**src/rtl/pong_pkg.sv**
```systemverilog
// Court constants and state encodings shared by the AI, ball physics and player physics blocks.
package pong_pkg;

  localparam int unsigned NET_X    = 160;
  localparam int unsigned CENTER_X = 210;
  localparam int unsigned GROUND_Y = 210;
  localparam int unsigned X_MIN    = 170;
  localparam int unsigned X_MAX    = 310;

  typedef enum logic {Ground, Air} motion_state_t;
  typedef enum logic [1:0] {Idle, Active, Cooldown} smash_state_t;

endpackage

```
**src/rtl/player_smash_timer.sv**
```systemverilog
// Smash window FSM: a timed active window while airborne, followed by a cooldown.
module player_smash_timer
  import pong_pkg::*;
#(
  parameter int unsigned SMASH_TICKS    = 6,
  parameter int unsigned COOLDOWN_TICKS = 20
) (
  input  logic clk,
  input  logic rst,
  input  logic frame_tick,
  input  logic op_smash,
  input  logic in_air,
  input  logic landing,
  output logic smash_active
);

  localparam int unsigned MaxTicks = (SMASH_TICKS > COOLDOWN_TICKS) ? SMASH_TICKS : COOLDOWN_TICKS;
  localparam int unsigned CntW     = $clog2(MaxTicks + 1);

  smash_state_t    state_q;
  logic [CntW-1:0] cnt_q;
  logic            active_q;

  // A count of 1 means this tick decrements the counter to zero.
  always_ff @(posedge clk or posedge rst) begin
    if (rst) begin
      state_q  <= Idle;
      cnt_q    <= '0;
      active_q <= 1'b0;
    end else if (frame_tick) begin
      unique case (state_q)
        Idle: begin
          if (op_smash && in_air) begin
            state_q  <= Active;
            cnt_q    <= CntW'(SMASH_TICKS);
            active_q <= 1'b1;
          end
        end
        Active: begin
          if (landing || cnt_q == CntW'(1)) begin
            state_q  <= Cooldown;
            cnt_q    <= CntW'(COOLDOWN_TICKS);
            active_q <= 1'b0;
          end else begin
            cnt_q <= cnt_q - CntW'(1);
          end
        end
        Cooldown: begin
          if (cnt_q == CntW'(1)) begin
            state_q <= Idle;
            cnt_q   <= '0;
          end else begin
            cnt_q <= cnt_q - CntW'(1);
          end
        end
        default: begin
          state_q  <= Idle;
          cnt_q    <= '0;
          active_q <= 1'b0;
        end
      endcase
    end
  end

  assign smash_active = active_q;

endmodule

```
**src/rtl/player_physics.sv**
```systemverilog
// Per-frame motion integrator for the computer player: clamped x stepping, gravity jump, smash.
module player_physics
  import pong_pkg::*;
#(
  parameter int unsigned X_START        = CENTER_X,
  parameter int unsigned MOVE_STEP      = 3,
  parameter int unsigned JUMP_V0        = 12,
  parameter int unsigned GRAVITY        = 1,
  parameter int unsigned SMASH_TICKS    = 6,
  parameter int unsigned COOLDOWN_TICKS = 20
) (
  input  logic              clk,
  input  logic              rst,
  input  logic              frame_tick,
  input  logic              op_move_left,
  input  logic              op_move_right,
  input  logic              op_jump,
  input  logic              op_smash,
  output logic [9:0]        pos_x,
  output logic [9:0]        pos_y,
  output logic signed [7:0] vel_y,
  output logic              in_air,
  output logic              smash_active
);

  localparam logic signed [10:0] GroundYS = 11'(GROUND_Y);
  localparam logic [9:0]         LaunchY  = 10'(GROUND_Y - JUMP_V0);
  // Gravity is already applied on the launch tick, so the stored speed is one step slower.
  localparam logic signed [7:0]  LaunchV  = 8'(GRAVITY) - 8'(JUMP_V0);

  motion_state_t     state_q;
  logic [9:0]        pos_x_q, pos_y_q;
  logic signed [7:0] vel_y_q;

  logic [10:0]        x_sum;
  logic [9:0]         x_next;
  logic signed [10:0] y_sum;
  logic signed [8:0]  vel_sum;
  logic signed [7:0]  vel_next;
  logic               landing;

  always_comb begin
    x_sum = {1'b0, pos_x_q};
    if (op_move_left && !op_move_right) begin
      x_sum = x_sum - 11'(MOVE_STEP);
    end else if (op_move_right && !op_move_left) begin
      x_sum = x_sum + 11'(MOVE_STEP);
    end
    if (x_sum < 11'(X_MIN)) begin
      x_next = 10'(X_MIN);
    end else if (x_sum > 11'(X_MAX)) begin
      x_next = 10'(X_MAX);
    end else begin
      x_next = x_sum[9:0];
    end
  end

  always_comb begin
    y_sum    = $signed({1'b0, pos_y_q}) + $signed({{3{vel_y_q[7]}}, vel_y_q});
    vel_sum  = $signed({vel_y_q[7], vel_y_q}) + $signed(9'(GRAVITY));
    vel_next = (vel_sum > 9'sd127) ? 8'sd127 : vel_sum[7:0];
    landing  = frame_tick && (state_q == Air) && (y_sum >= GroundYS);
  end

  always_ff @(posedge clk or posedge rst) begin
    if (rst) begin
      state_q <= Ground;
      pos_x_q <= 10'(X_START);
      pos_y_q <= 10'(GROUND_Y);
      vel_y_q <= '0;
    end else if (frame_tick) begin
      pos_x_q <= x_next;
      unique case (state_q)
        Ground: begin
          if (op_jump) begin
            state_q <= Air;
            pos_y_q <= LaunchY;
            vel_y_q <= LaunchV;
          end
        end
        Air: begin
          if (landing) begin
            state_q <= Ground;
            pos_y_q <= 10'(GROUND_Y);
            vel_y_q <= '0;
          end else begin
            pos_y_q <= y_sum[9:0];
            vel_y_q <= vel_next;
          end
        end
        default: state_q <= Ground;
      endcase
    end
  end

  player_smash_timer #(
    .SMASH_TICKS   (SMASH_TICKS),
    .COOLDOWN_TICKS(COOLDOWN_TICKS)
  ) u_smash_timer (
    .clk         (clk),
    .rst         (rst),
    .frame_tick  (frame_tick),
    .op_smash    (op_smash),
    .in_air      (in_air),
    .landing     (landing),
    .smash_active(smash_active)
  );

  assign pos_x  = pos_x_q;
  assign pos_y  = pos_y_q;
  assign vel_y  = vel_y_q;
  assign in_air = (state_q == Air);

endmodule

```
**config.mk**
```make
export PLATFORM = sky130hd
export DESIGN_NAME = player_physics
export DESIGN_NICKNAME = d
export VERILOG_FILES = /design/src/rtl/pong_pkg.sv /design/src/rtl/player_smash_timer.sv /design/src/rtl/player_physics.sv
export SDC_FILE = /design/constraint.sdc
export NUM_CORES = 1
export LEC_CHECK = 0
export ABC_CLOCK_PERIOD_IN_PS = 8000
export BUFFER_PORTS_ARGS = -buffer_cell sky130_fd_sc_hd__buf_2
export CAP_MARGIN = 30
export CELL_PAD_IN_SITES_DETAIL_PLACEMENT = 1
export CELL_PAD_IN_SITES_GLOBAL_PLACEMENT = 1
export CORE_ASPECT_RATIO = 1.1
export CORE_MARGIN = 10
export CORE_UTILIZATION = 49
export CTS_BUF_LIST = sky130_fd_sc_hd__clkbuf_4
export DETAILED_ROUTE_END_ITERATION = 12
export MAX_ROUTING_LAYER = met4
export PLACE_DENSITY = 0.94
export SYNTH_ARGS = -nofsm -noshare
export SYNTH_HDL_FRONTEND = slang
export SYNTH_SLANG_ARGS = --single-unit
```
**constraint.sdc**
```tcl
create_clock -name clk -period 8 [get_ports clk]
set_clock_uncertainty 0.05 [all_clocks]
set_input_delay 1.2 -clock clk [delete_from_list [all_inputs] [get_ports clk]]
set_output_delay 1.2 -clock clk [all_outputs]
set_load 0.01 [all_outputs]
```
==> key figures, run 1 <==
Clocking
  – Buffer cell driving the clock tree root: clkbuf_4
  – Number of buffers added by the clock tree synthesis step: 5
  – Clock insertion delay at the later pin of the skew report: 0.35 ns
  – Total number of clock tree sinks: 37
  – TritonCTS clock tree: yes
  – H-tree level count: 2
  – Number of cells upsized or downsized after cts: 0
  – CTS max path bufs: 2
  – Post-CTS Hold Buffers: 0
  – Setup fix buffers added after clock tree synthesis: 0
  – Clock-pin slew on the worst setup and hold paths: 0.14 ns

Power
  – Leak pwr: 1.37 nW
  – Peak ir drop on the vdd network: 0.000245 V
  – Power density over the cells: 436 nW/um^2
  – Final Power: 1.42 mW

Timing
  – Number of endpoints with negative hold slack in the final report: 0
  – Hold WS: 0.478 ns
  – Part of the cycle the worst path needs: 43.2%
  – Fmax: 289 MHz
  – Setup-failing EPs final: 0
  – Final number of max-transition violations: 0
  – Setup TNS Final: 0 ns
  – Unrepaired setup endpoints after global routing: no
  – Actual transition at the worst max-transition pin: 0.807 ns
  – Worst relative slew slack: 45.8%
  – Min Tclk post-route: 3.46 ns

Floorplan
  – Io pins: 37
  – Height of the die: 102 um
  – Num rows: 29
  – Core ar.: 5840 sq um
  – Initial core utilization: 50.9%
  – Chip Width: 94.3 um
  – Area enclosed by the die boundary: 9590 sq um

Detailed routing
  – Count of nets left with antenna violations after detail routing: 0
  – Number of vias per cell: 6.36
  – Avg WL per Cell: 20.0 um
  – 1st-iter DRT viols: 92
  – First-pass iteration count of the detailed router: 4
  – Count of unresolved DRC violations after routing: 0
  – Sum of routed wire length over all layers: 8.93 mm
  – Total via count in the routed design: 2841

Layout
  – Area of all placed cells without fillers: 3270 sq um
  – Final Net Count: 393
  – Signed area change from the synthesized netlist to the final layout: 9.93%
  – Area of combinational cells with multiple inputs: 1890 sq um
  – Register cell area after layout: 936 sq um
  – Fillcell total: 714
  – Proportion of layout cells with a drive suffix above 1: 18.6%
  – Ant. Diodes: 0
  – Final Core Density: 55.9%

Worst setup path
  – Arrival @ worst endpoint: 3.69 ns
  – Nature of the critical path endpoint: register
  – Logic depth of the worst register-to-register path: 11
  – Required time at the endpoint of the critical path: 8.23 ns
  – Maximum net fanout on the critical path: 7
  – Classification of the worst setup path: register to register
  – CP startpoint kind: register

Yosys
  – Portion of netlist area occupied by mux cells: 0.673%
  – Asr flop ratio synth: 100%
  – Synthesized flop and latch total: 37
  – Number of enable-type register cells in the synthesized netlist: 0
  – Total standard cell area after synthesis: 2970 sq um
  – Combinational family with the most area after synthesis: compound AO/OA/AOI/OAI gates
  – Synth Area in Adders: 7.41%
  – Compound-cell area share of the yosys netlist: 30.3%
  – Cell count after synthesis: 338
  – Xor/xnor cell area share of the yosys netlist: 3.24%
  – Flip-flop cell with the highest count after synthesis: dfrtp_1
  – Synthesis Warnings: 0
  – Simple-gate portion of the synthesized area: 21.8%
  – Synth cell types: 74
  – Sequential fraction of the synthesis area: 31.5%
  – Syn avg cell area: 8.80 sq um
  – Post-synthesis net count: 362

Worst hold path
  – Hold WC Path Type: register to register
  – Cell depth of the worst hold path: 2

Placement
  – Dpl cell area: 3160 sq um
  – Port bufs: 36
  – Total half-perimeter wirelength after legalization and detailed placement: 6.63 mm
  – Routability congestion estimate: 0.941

GRT
  – Routing usage on met3: 3.11%
  – Grt met2 use: 32.2%
  – Routing usage on met1: 22.6%
  – Global-route wire length before repair: 14.8 mm
  – GRT busiest layer: met2
  – Largest net degree at the start of global routing: 38
  – Number of antenna violations at the first check in global routing: 0
  – Via count of the first global-routing pass: 3029
  – Remaining Overflow, GRT: 0
  – Total routing resource utilization after global routing: 19.3%

Flow run
  – Max Cap Violations: 0

Status
  – Run status: complete, no violations
## area by class of cell
class | count | share of cell area (%)
Multi-Input combinational cell | 273 | 57.7
Sequential cell | 37 | 28.6
Timing Repair Buffer | 37 | 5.74
Tap cell | 77 | 2.95
Clock inverter | 3 | 2.11
Inverter | 15 | 1.72
Clock buffer | 5 | 1.15
## metal layers
layer,part of all wire (%),up-vias
met5,0,-
met4,2.3,0
met3,3.6,22
met2,51,64
met1,43,1415
li1,-,1340
## Yosys cell counts (all sizes together), types with 4 or more instances
master,number,area (sq um)
nor2,28,105
xnor2,5,43.8
a211oi,6,57.6
o21ai,21,105
nand2,27,101
or3,7,43.8
a21oi,27,146
clkbuf,9,53.8
and3,4,25.0
nand3,11,55.1
a211o,4,35.0
nand4,4,25.0
ha,16,200
buf,4,41.3
and2,4,25.0
nor2b,5,31.3
o21a,4,30.0
nand2b,8,50.1
a221o,4,40.0
dfstp,8,210
inv,15,56.3
nor3,9,45.0
dfrtp,29,726
a31oi,4,25.0
xor2,6,52.6
## placed cells by master, fill, tap and decap left out, types with 7 or more instances in the layout
cell / netlist / layout
nand2b_1: 8 / 8
dfrtp_1: 29 / 29
nor2_1: 28 / 28
o21ai_0: 17 / 17
nand2_1: 27 / 27
dfstp_2: 8 / 8
nor3_1: 9 / 9
ha_1: 16 / 16
inv_1: 15 / 15
buf_2: 0 / 36
a21oi_1: 24 / 24
nand3_1: 11 / 11
or3_1: 7 / 7
## final timing paths
path	start	end	slack, ns
max	vel_y[0]	pos_y[8]	4.54
min	u_smash_timer.cnt_q[1]	u_smash_timer.cnt_q[1]	0.48
max reg2reg	vel_y[0]	pos_y[8]	4.54
min reg2reg	u_smash_timer.cnt_q[1]	u_smash_timer.cnt_q[1]	0.48
max in group asynchronous	rst	pos_x[4]	6.61
min in group asynchronous	rst	pos_x[5]	0.91
## sequential cells by signal, summed over array words and instances, names as in the netlist
signal,flops
u_smash_timer.smash_active,1
in_air,1
pos_x,10
u_smash_timer.state_q,2
pos_y,10
vel_y,8
u_smash_timer.cnt_q,5
## where the power goes
part           internal, mW  switching, mW
combinational         0.358          0.510
sequential            0.268          0.121
clock                0.0984         0.0688
total                 0.724          0.700
## critical path, stage by stage, from the launching register on
cell,delay (ns)
dfrtp_1,0.49
ha_1,0.24
inv_1,0.08
fa_1,0.40
nor2b_1,0.19
o31a_1,0.25
o21ba_2,0.21
nor2_1,0.05
o311ai_1,0.56
a21oi_2,0.17
nor2_1,0.47
a32o_1,0.25
## stage by stage
step                cells  worst slack, ns
floorplan             338             4.49
global placement      439             4.41
detailed placement    439             4.31
CTS                   447             4.55
global route          447             4.30
finish                447             4.54
## logic make-up (layout without fill, tap and decap cells)
group / after synthesis / in the layout
and+or+nand+nor: 124 / 124
adders and majority gates: 17 / 17
DFF: 37 / 37
muxes: 2 / 2
buffers and inverters: 28 / 60
AOI/OAI and AO/OA: 119 / 119
xor gates and xnor gates: 11 / 11
No activity file was read; power rests on OpenSTA's default activity.
==> run 2: changes to the inputs <==
--- a/config.mk
+++ b/config.mk
@@ -5,18 +5,18 @@
 export SDC_FILE = /design/constraint.sdc
 export NUM_CORES = 1
 export LEC_CHECK = 0
-export ABC_CLOCK_PERIOD_IN_PS = 8000
+export ABC_CLOCK_PERIOD_IN_PS = 3390
 export BUFFER_PORTS_ARGS = -buffer_cell sky130_fd_sc_hd__buf_2
 export CAP_MARGIN = 30
 export CELL_PAD_IN_SITES_DETAIL_PLACEMENT = 1
 export CELL_PAD_IN_SITES_GLOBAL_PLACEMENT = 1
 export CORE_ASPECT_RATIO = 1.1
 export CORE_MARGIN = 10
-export CORE_UTILIZATION = 49
+export CORE_UTILIZATION = 46
 export CTS_BUF_LIST = sky130_fd_sc_hd__clkbuf_4
 export DETAILED_ROUTE_END_ITERATION = 12
 export MAX_ROUTING_LAYER = met4
-export PLACE_DENSITY = 0.94
+export PLACE_DENSITY = 0.9
 export SYNTH_ARGS = -nofsm -noshare
 export SYNTH_HDL_FRONTEND = slang
 export SYNTH_SLANG_ARGS = --single-unit
==> constraint.sdc (replaced) <==
create_clock -name clk -period 3.39 [get_ports clk]
set_clock_uncertainty 0.05 [all_clocks]
set_input_delay 0.5085 -clock clk [delete_from_list [all_inputs] [get_ports clk]]
set_output_delay 0.5085 -clock clk [all_outputs]
set_load 0.01 [all_outputs]
==> run 2 against run 1 <==
Compared with the run above: critical endpoint is now u_smash_timer.cnt_q[2]; combinational power is 140% higher; sequential share of layout area down 0.38 points; critical path type unchanged; core utilization is 2.8 points lower; highest routed layer unchanged; largest power group unchanged; first-iteration DRC count increased by 18%; via count fell by 0.53%; fmax up 9.3%; clock-buffer cell count unchanged.
==> key figures, run 2 (same netlist as run 1, synthesis figures left out) <==
Worst setup path
  – Source of the worst register-to-register timing path: vel_y[1]
  – Maximum net fanout on the critical path: 7
  – Source of the critical timing path: vel_y[1]
  – Arrival @ worst endpoint: 3.32 ns
  – Cells along the critical path: ha_1, a211oi_1, o21bai_1, a211oi_1, o22ai_1, a32oi_2, a211oi_4, nor2_1, a31oi_1
  – Total number of cells along the worst setup path: 9
  – Logic depth of the worst register-to-register path: 9
  – Worst path max stage delay: 0.49 ns
  – R2r setup slk: 0.23 ns
  – Cell class contributing the biggest share of worst-path delay: compound AO/OA/AOI/OAI gates
  – CP startpoint kind: register
  – Nature of the critical path endpoint: register
  – Most prevalent standard cell on the critical path: a211oi_1
  – Destination of the critical timing path: u_smash_timer.cnt_q[2]
  – End of the worst register-to-register path: u_smash_timer.cnt_q[2]
  – Required time at the endpoint of the critical path: 3.55 ns
  – Slowest cell on the critical path: dfrtp_1
  – Classification of the worst setup path: register to register
  – Count of buffering cells on the critical path with inverters included: 0

Clocking
  – Total number of clock tree sinks: 37
  – Clock-pin slew on the worst setup and hold paths: 0.13 ns
  – Setup fix buffers added after clock tree synthesis: 0
  – Number of buffers added by the clock tree synthesis step: 5
  – Clock insertion delay at the later pin of the skew report: 0.36 ns
  – H-tree level count: 2
  – Buffer cell driving the clock tree root: clkbuf_4
  – TritonCTS clock tree: yes
  – Post-CTS Hold Buffers: 0
  – Number of cells upsized or downsized after cts: 0
  – CTS max path bufs: 2

Detailed routing
  – Avg WL per Cell: 19.2 um
  – First-pass iteration count of the detailed router: 4
  – Number of vias per cell: 6.21
  – Count of nets left with antenna violations after detail routing: 0
  – Sum of routed wire length over all layers: 8.72 mm
  – Total via count in the routed design: 2826
  – 1st-iter DRT viols: 109
  – Count of unresolved DRC violations after routing: 0

Timing
  – Worst relative slew slack: 49.1%
  – Number of endpoints with negative hold slack in the final report: 0
  – Final number of max-transition violations: 0
  – Fmax: 316 MHz
  – Setup-failing EPs final: 0
  – Hold WS: 0.187 ns
  – Setup TNS Final: 0 ns
  – Min Tclk post-route: 3.16 ns
  – Unrepaired setup endpoints after global routing: no
  – Actual transition at the worst max-transition pin: 0.758 ns
  – Part of the cycle the worst path needs: 93.3%
  – Final worst slack: 0.226 ns

Placement
  – Post-placement worst setup slack: 0.299 ns
  – Dpl cell area: 3200 sq um
  – Port bufs: 36
  – Cells after DPL: 447
  – Total half-perimeter wirelength after legalization and detailed placement: 6.66 mm
  – Routability congestion estimate: 0.829

Power
  – Final Power: 3.42 mW
  – Power density over the cells: 1030 nW/um^2
  – Peak ir drop on the vdd network: 0.000742 V
  – Leak pwr: 1.40 nW

GRT
  – Largest net degree at the start of global routing: 38
  – Total routing resource utilization after global routing: 16.9%
  – Remaining Overflow, GRT: 0
  – Number of antenna violations at the first check in global routing: 0
  – Global-route wire length before repair: 14.4 mm
  – Via count of the first global-routing pass: 2905

Layout
  – Final Net Count: 398
  – Signed area change from the synthesized netlist to the final layout: 11.4%
  – Final instance count without filler cells: 455
  – Leading cell types in the layout, fill and taps excluded: 36 x buf_2, 29 x dfrtp_1, 27 x nor2_1, 27 x nand2_1, 24 x a21oi_1
  – Final Core Density: 53.2%
  – Proportion of layout cells with a drive suffix above 1: 20.0%
  – Ant. Diodes: 0
  – Commonest non-fill, non-tap cell in the layout: buf_2
  – Area of all placed cells without fillers: 3310 sq um

Floorplan
  – Io pins: 37
  – Initial core utilization: 47.7%
  – Core ar.: 6230 sq um
  – Num rows: 30
  – Height of the die: 104 um
  – Chip Width: 96.7 um
  – Area enclosed by the die boundary: 10100 sq um

Worst hold path
  – Hold WC Path Type: primary input to async pin

Flow run
  – Max Cap Violations: 0

Status
  – Run status: complete, no violations
-- run 2: cell count changes in the layout (fill, tap and decap cells not counted), sizes merged --
cell	delta
buf	+5
-- run 2: where the power goes --
part	total, mW	switching, mW	leakage [nW]	internal (mW)
combinational	2.12	1.23	0.915	0.891
sequential	0.902	0.270	0.427	0.632
clock	0.397	0.165	0.0558	0.232
total	3.42	1.66	1.40	1.76
-- run 2: worst min path at each step --
stage               cells past startpoint                endpoint                   start
floorplan                               2  u_smash_timer.cnt_q[1]  u_smash_timer.cnt_q[1]
global placement                        2  u_smash_timer.cnt_q[1]  u_smash_timer.cnt_q[1]
detailed placement                      2  u_smash_timer.cnt_q[1]  u_smash_timer.cnt_q[1]
CTS                                     3                pos_y[0]                     rst
global route                            3                vel_y[3]                     rst
finish                                  3                pos_x[8]                     rst
-- run 2: layout make-up --
cell class	instances	area, sq um
inverters	15	56.3
fillers	791	2920
clock buffers	5	37.5
multi-input cells	273	1890
flip-flops and latches	37	936
repair buffers	42	225
well taps	80	100
clock inverters	3	68.8
-- run 2: worst min-delay path: cells and delay by family --
| family | cells | cell delay (ns) |
|---|---|---|
| buffers and inverters | 3 | 0.54 |
-- run 2: routing by layer --
metal,wire length [um],GRT usage (%),vias to the layer above
met5,0,-,-
met4,105,4.85,0
met3,275,3.06,10
met2,4500,29.0,47
met1,3840,19.5,1419
li1,-,-,1350
